**config.mk**
```make
export PLATFORM = sky130hd
export DESIGN_NAME = cross_credit_consumer_flat
export DESIGN_NICKNAME = d
export VERILOG_FILES = /design/src/rtl/cross_credit_consumer_pkg.sv /design/src/rtl/cross_credit_consumer_if.sv /design/src/rtl/cross_credit_consumer_credit_return_drain.sv /design/src/rtl/cross_credit_consumer.sv /design/src/flat_wrapper.sv
export SDC_FILE = /design/constraint.sdc
export NUM_CORES = 1
export LEC_CHECK = 0
export CAP_MARGIN = 20
export CORE_ASPECT_RATIO = 2
export CORE_UTILIZATION = 52
export DETAILED_ROUTE_END_ITERATION = 8
export GPL_TIMING_DRIVEN = 0
export PLACE_DENSITY = 0.75
export SETUP_SLACK_MARGIN = 0.5
export SYNTH_ARGS = -nofsm -noshare
export SYNTH_HDL_FRONTEND = slang
export SYNTH_HIERARCHICAL = 1
export SYNTH_SLANG_ARGS = --single-unit
```
**constraint.sdc**
```tcl
create_clock -name clk -period 3.7 [get_ports clk]
set_clock_uncertainty 0.15 [all_clocks]
set_input_delay 0.74 -clock clk [delete_from_list [all_inputs] [get_ports clk]]
set_output_delay 0.74 -clock clk [all_outputs]
set_load 0.02 [all_outputs]
```
**src/rtl/cross_credit_consumer_pkg.sv**
```systemverilog
// Shared types and configuration limits for the consumer-side credit gate.
package cross_credit_pkg;

    typedef enum logic [1:0] {
        IDLE,
        WAIT,
        DONE
    } gate_state_t;

    localparam int DEFAULT_WIDTH      = 8;
    localparam int DEFAULT_LOWER_SKIP = 0;
    localparam int DEFAULT_REQ_WIDTH  = 4;

    // A request must fit in half the counter range so the wrap test on diff stays unambiguous.
    function automatic bit widths_ok(int width, int lower_skip, int req_width);
        return (width >= 2) && (req_width >= 1) && (req_width <= width - 1) &&
               (lower_skip >= 0) && (lower_skip < width);
    endfunction

endpackage

```
**src/rtl/cross_credit_consumer_if.sv**
```systemverilog
// Request/grant, availability and return-command signals of the credit gate.
interface cross_credit_consumer_if
    import cross_credit_pkg::*;
#(
    parameter int WIDTH      = DEFAULT_WIDTH,
    parameter int LOWER_SKIP = DEFAULT_LOWER_SKIP,
    parameter int REQ_WIDTH  = DEFAULT_REQ_WIDTH
) ();

    logic [WIDTH-1:LOWER_SKIP] remote_cnt;
    logic                      req_valid;
    logic [REQ_WIDTH-1:0]      req_len;
    logic                      req_ready;
    logic                      grant_valid;
    logic [WIDTH-1:0]          grant_base;
    logic [WIDTH-1:0]          avail;
    logic                      underflow;
    logic                      cmdvalid;
    logic                      cmdinc;

    modport master (
        output remote_cnt, req_valid, req_len,
        input  req_ready, grant_valid, grant_base, avail, underflow, cmdvalid, cmdinc
    );

    modport slave (
        input  remote_cnt, req_valid, req_len,
        output req_ready, grant_valid, grant_base, avail, underflow, cmdvalid, cmdinc
    );

endinterface

```
**src/rtl/cross_credit_consumer_credit_return_drain.sv**
```systemverilog
// Accumulates granted units and returns them to the producer one unit per cycle.
module credit_return_drain #(
    parameter int WIDTH = 8
) (
    input  logic             clk,
    input  logic             rst,
    input  logic             add_valid,
    input  logic [WIDTH-1:0] add_len,
    output logic             cmdvalid,
    output logic             cmdinc
);

    logic [WIDTH-1:0] ret_pending;
    logic [WIDTH-1:0] ret_next;

    // Add and drain may coincide; outstanding returns never exceed half the range.
    always_comb begin
        ret_next = ret_pending;
        if (add_valid) begin
            ret_next = ret_next + add_len;
        end
        if (cmdvalid) begin
            ret_next = ret_next - WIDTH'(1);
        end
    end

    always_ff @(posedge clk) begin
        if (rst) begin
            ret_pending <= '0;
        end else begin
            ret_pending <= ret_next;
        end
    end

    assign cmdvalid = (ret_pending != '0);
    assign cmdinc   = 1'b1;

endmodule

```
**src/rtl/cross_credit_consumer.sv**
```systemverilog
// Consumer-side credit gate: grants variable-length requests against the synchronized
// producer count and hands consumed units back through a one-unit return stream.
module cross_credit_consumer
    import cross_credit_pkg::*;
#(
    parameter int WIDTH      = DEFAULT_WIDTH,
    parameter int LOWER_SKIP = DEFAULT_LOWER_SKIP,
    parameter int REQ_WIDTH  = DEFAULT_REQ_WIDTH
) (
    input  logic                   clk,
    input  logic                   rst,
    cross_credit_consumer_if.slave bus
);

    if (!widths_ok(WIDTH, LOWER_SKIP, REQ_WIDTH)) begin : g_bad_cfg
        $error("cross_credit_consumer: unsupported WIDTH/LOWER_SKIP/REQ_WIDTH combination");
    end

    gate_state_t          state;
    gate_state_t          state_next;
    logic                 grant_fire;
    logic [REQ_WIDTH-1:0] len_r;
    logic [WIDTH-1:0]     len_ext;
    logic [WIDTH-1:0]     consumed;
    logic [WIDTH-1:0]     remote_full;
    logic [WIDTH-1:0]     diff;
    logic [WIDTH-1:0]     avail_r;
    logic [WIDTH-1:0]     grant_base_r;
    logic                 underflow_r;

    // Dropped low bits read as zero, so availability is floored, never overstated.
    assign remote_full = WIDTH'(bus.remote_cnt) << LOWER_SKIP;
    assign diff        = remote_full - consumed;
    assign len_ext     = WIDTH'(len_r);

    always_comb begin
        state_next = state;
        grant_fire = 1'b0;
        case (state)
            IDLE: begin
                if (bus.req_valid) begin
                    state_next = WAIT;
                end
            end
            WAIT: begin
                if (avail_r >= len_ext) begin
                    grant_fire = 1'b1;
                    state_next = DONE;
                end
            end
            DONE: begin
                state_next = IDLE;
            end
            default: begin
                state_next = IDLE;
            end
        endcase
    end

    always_ff @(posedge clk) begin
        if (rst) begin
            state <= IDLE;
        end else begin
            state <= state_next;
        end
    end

    // A negative diff means the producer count moved behind us; hold off and flag it for good.
    always_ff @(posedge clk) begin
        if (rst) begin
            len_r        <= '0;
            consumed     <= '0;
            grant_base_r <= '0;
            avail_r      <= '0;
            underflow_r  <= 1'b0;
        end else begin
            if (diff[WIDTH-1]) begin
                avail_r     <= '0;
                underflow_r <= 1'b1;
            end else begin
                avail_r <= diff;
            end
            if (state == IDLE && bus.req_valid) begin
                len_r <= bus.req_len;
            end
            if (grant_fire) begin
                consumed     <= consumed + len_ext;
                grant_base_r <= consumed;
            end
        end
    end

    credit_return_drain #(
        .WIDTH(WIDTH)
    ) u_drain (
        .clk      (clk),
        .rst      (rst),
        .add_valid(grant_fire),
        .add_len  (len_ext),
        .cmdvalid (bus.cmdvalid),
        .cmdinc   (bus.cmdinc)
    );

    assign bus.req_ready   = (state == DONE);
    assign bus.grant_valid = (state == DONE);
    assign bus.grant_base  = grant_base_r;
    assign bus.avail       = avail_r;
    assign bus.underflow   = underflow_r;

endmodule

```
**src/flat_wrapper.sv**
```systemverilog
// flat-port wrapper written by rule: the top's interface ports become plain ports
module cross_credit_consumer_flat import cross_credit_pkg::*;
#(
    parameter int WIDTH      = DEFAULT_WIDTH,
    parameter int LOWER_SKIP = DEFAULT_LOWER_SKIP,
    parameter int REQ_WIDTH  = DEFAULT_REQ_WIDTH
)
  (clk, rst, bus_remote_cnt, bus_req_valid, bus_req_len, bus_req_ready, bus_grant_valid, bus_grant_base, bus_avail, bus_underflow, bus_cmdvalid, bus_cmdinc);
  cross_credit_consumer_if #(.WIDTH(WIDTH), .LOWER_SKIP(LOWER_SKIP), .REQ_WIDTH(REQ_WIDTH)) bus_i ();
  input  logic clk;
  input  logic rst;
  input wire logic [$bits(bus_i.remote_cnt)-1:0] bus_remote_cnt;
  input wire logic [$bits(bus_i.req_valid)-1:0] bus_req_valid;
  input wire logic [$bits(bus_i.req_len)-1:0] bus_req_len;
  output wire logic [$bits(bus_i.req_ready)-1:0] bus_req_ready;
  output wire logic [$bits(bus_i.grant_valid)-1:0] bus_grant_valid;
  output wire logic [$bits(bus_i.grant_base)-1:0] bus_grant_base;
  output wire logic [$bits(bus_i.avail)-1:0] bus_avail;
  output wire logic [$bits(bus_i.underflow)-1:0] bus_underflow;
  output wire logic [$bits(bus_i.cmdvalid)-1:0] bus_cmdvalid;
  output wire logic [$bits(bus_i.cmdinc)-1:0] bus_cmdinc;
  assign bus_i.remote_cnt = bus_remote_cnt;
  assign bus_i.req_valid = bus_req_valid;
  assign bus_i.req_len = bus_req_len;
  assign bus_req_ready = bus_i.req_ready;
  assign bus_grant_valid = bus_i.grant_valid;
  assign bus_grant_base = bus_i.grant_base;
  assign bus_avail = bus_i.avail;
  assign bus_underflow = bus_i.underflow;
  assign bus_cmdvalid = bus_i.cmdvalid;
  assign bus_cmdinc = bus_i.cmdinc;
  cross_credit_consumer #(.WIDTH(WIDTH), .LOWER_SKIP(LOWER_SKIP), .REQ_WIDTH(REQ_WIDTH)) u_core (.clk(clk), .rst(rst), .bus(bus_i));
endmodule
```
==> results of run 1 <==
-- sequential cells by signal, indices dropped and copies added (netlist names) --
signal	count
u_core/bus.grant_base	8
u_core/consumed	8
u_core/u_drain/ret_pending	8
u_core/bus.avail	7
u_core/len_r	4
u_core/state	2
u_core/bus.underflow	1
-- timing repair --
action                     4_1_cts  5_1_grt
setup buffers                    6       10
setup endpoints to repair        7        4
hold endpoints to repair         0        0
pin swaps                        3       16
hold buffers                     0        0
gates resized for setup         20       18
-- cell families after synthesis --
logic type	after synthesis
compound gates	65
xor+xnor	10
flops	38
buf+inv	31
simple gates	95
fa+ha+maj	26
other cells	2
mux	14
-- critical path: stages (launching register included) --
cell and delay, ns:
dfxtp_4 0.38, inv_4 0.04, ha_4 0.25, o211ai_1 0.08
o211a_1 0.24, buf_6 0.12, or2_4 0.27, buf_8 0.13
buf_12 0.12, clkinv_8 0.04, inv_2 0.08, mux2_4 0.34
ha_2 0.20, and3_4 0.17, buf_4 0.13, a41oi_1 0.22
nor3_2 0.07
-- metrics by stage --
step / worst slack, ns / TNS, ns
finish: 0.5317 / 0
global route: 0.4185 / 0
CTS: 0.5076 / 0
detailed placement: -0.02014 / -0.02014
global placement: -0.02350 / -0.02350
floorplan: 0.5067 / 0
-- layout make-up --
type / instances / area (µm²) / area share
sequential: 38 / 774.5 / 0.2348
clock buffer: 6 / 82.58 / 0.02504
multi-input combinational: 217 / 1720 / 0.5216
buffer: 12 / 102.6 / 0.03111
tap: 55 / 68.82 / 0.02086
clock inverter: 2 / 12.51 / 0.003794
timing repair buffer: 49 / 450.4 / 0.1366
inverter: 19 / 86.33 / 0.02618
-- worst paths after layout --
check | from | to | slack, ns | cells after the start
worst max-delay path | u_core/len_r[3] | u_core/u_drain/ret_pending[6] | 0.53 | 16
worst min-delay path | u_core/state[1] | u_core/state[0] | 0.33 | 1
worst max register to register | u_core/len_r[3] | u_core/u_drain/ret_pending[6] | 0.53 | 16
worst min register to register | u_core/state[1] | u_core/state[0] | 0.33 | 1
-- power by group --
group          leakage [nW]  switching, mW  internal, mW
registers             0.313         0.0504         0.459
logic                 0.993          0.435         0.434
clock network        0.0472          0.149         0.150
-- placed cells by master, fill, tap and decap left out, types with 4 or more instances in the layout --
| cell type | instances |
|---|---|
| a211oi_1 | 6 |
| clkbuf_8 | 6 |
| clkbuf_1 | 4 |
| conb_1 | 7 |
| nor3_1 | 11 |
| nand2_1 | 7 |
| nor4_1 | 5 |
| dfxtp_1 | 33 |
| o21ai_0 | 10 |
| mux2i_1 | 9 |
| xor2_1 | 5 |
| xnor2_1 | 5 |
| nor2_1 | 33 |
| ha_1 | 20 |
| a21oi_1 | 21 |
| buf_4 | 19 |
| nor2b_1 | 4 |
| inv_1 | 15 |
| clkdlybuf4s50_1 | 33 |
| nand2b_1 | 8 |
-- routing by layer --
metal | GRT usage | share of wire | up-vias | wire (µm)
li1 | - | - | 1123 | -
met1 | 0.2514 | 0.35 | 1084 | 2280
met2 | 0.5169 | 0.59 | 53 | 3839
met3 | 0.03182 | 0.025 | 17 | 160
met4 | 0.1538 | 0.034 | 0 | 224
met5 | 0 | 0 | - | 0
==> results.md, run 1 <==
* Status: finished, final reports clean
* RSZ-0062 raised after global routing: yes
* Final nets at 383
* Slew @ Worst Pin at 0.6325 ns
* Die area at 5078 µm²
* Share of the synthesized area in the top cell type at 0.3060
* Initial core utilization at 0.5407
* Flops & latches, synth at 38
* Hold/Removal Path Class: flip-flop to flip-flop
* Layout Cell Area excl Fill at 3298 µm²
* Final worst path period need at 3.168 ns
* Post-synthesis mux area share at 0.06241
* Leak at 1.353 nW
* Synth warn at 6
* Cells after Synth at 281
* Dpl hpwl at 4642 µm
* Clk sink count at 38
* Post-synthesis compound-gate area fraction at 0.1827
* Mean Syn Cell Area at 8.847 µm²
* I/O Pins at 36
* Critical Path End Type: flip-flop
* Pre-antenna DRT Iters at 4
* Pwr/cell area at 508.5 nW/µm²
* Synth Area in Adders at 0.1399
* First-pass GRT wire length at 10,180 µm
* Post-placement cell count at 374
* Count leader, synth: dfxtp_1
* IO buf count at 33
* First-iteration detailed-routing DRC count at 53
* Max VDD drop at 0.4218 mV
* Dpl cell area at 2919 µm²
* Final core utilization at 0.7173
* WL final at 6504 µm
* WL/cell at 16.34 µm
* Max Buffers Root-to-Sink at 2
* Worst EP arrival at 3.17 ns
* Core area at 4598 µm²
* Antenna viol nets, final at 0
* Row cnt at 35
* Final Hold Viols at 0
* Simple-gate area share of the yosys netlist at 0.2124
* Dominant cell type by area after synthesis: dfxtp_1
* Syn-to-layout area delta at 32.66%
* Share of cells above drive strength 1 at 0.1953
* Final setup vio count at 0
* Total power at 1.677 mW
* Max cap viols at 0
* GRT overflow at 0
* Worst-Skew Late Latency at 0.29 ns
* Synth Cell Area at 2486 µm²
* Top FF cell, synth: dfxtp_1
* Clock Tree Root: clkbuf_8
* Ant diodes at 0
* Crit Path Max Fanout at 8
* Vias per cell at 5.721
* Worst-path clk slew at 0.07 ns
* Seq/Total Area, Yosys at 0.3060
* Global Route Usage Sum at 0.2655
* # DRC at 0
* Critical path type: flip-flop to flip-flop
* Commonest cells post-synth: 38 x dfxtp_1, 33 x nor2_1, 23 x ha_1, 21 x a21oi_1, 18 x inv_1
* Synth top area cells: dfxtp_1 31%, ha_1 12%, nor2_1 5.0%
* Post-synthesis async set-or-reset flop share at 0
* Peak Freq at 0.3156 GHz
* Via count at 2,277
* Placer Congestion at 0.8213
* WHS at 0.3254 ns
* Fill cell count at 352
* Vias in the first global route at 2,251
* Final worst-path cycle share at 0.8563
* Initial antenna violation count at 0
* Post-Synth XOR/XNOR Area at 0.03523
* Cts bufs inserted at 5
* Slew HR at 0.5753
* Number of synthesized flops with an enable pin at 0
* Worst setup SP type: flip-flop
* CTS H-Tree Depth at 2
* Pin count of the biggest net entering global routing at 13
* CP required at 3.71 ns
* Final slew viol count at 0
* DIE WIDTH at 50.89 µm
* Largest family of logic cells by synthesized area: simple AND/OR/NAND/NOR gates
* Yosys cell types at 63
* CTS tree: built
* Die height at 99.79 µm
* Non-Filler Instances at 398
No activity file was read; power rests on OpenSTA's default activity.
==> run 2: changes to the inputs <==
--- a/config.mk
+++ b/config.mk
@@ -8,6 +8,7 @@
 export CAP_MARGIN = 20
 export CORE_ASPECT_RATIO = 2
 export CORE_UTILIZATION = 52
+export CTS_CLUSTER_DIAMETER = 30
 export DETAILED_ROUTE_END_ITERATION = 8
 export GPL_TIMING_DRIVEN = 0
 export PLACE_DENSITY = 0.75
==> constraint.sdc (replaced) <==
create_clock -name clk -period 3.7 [get_ports clk]
set_clock_uncertainty 0.15 [all_clocks]
set_input_delay 0.37 -clock clk [delete_from_list [all_inputs] [get_ports clk]]
set_output_delay 0.37 -clock clk [all_outputs]
set_load 0.02 [all_outputs]
==> results of run 2 <==
No change in the layout: final DEF, timing and power equal those of run 1.
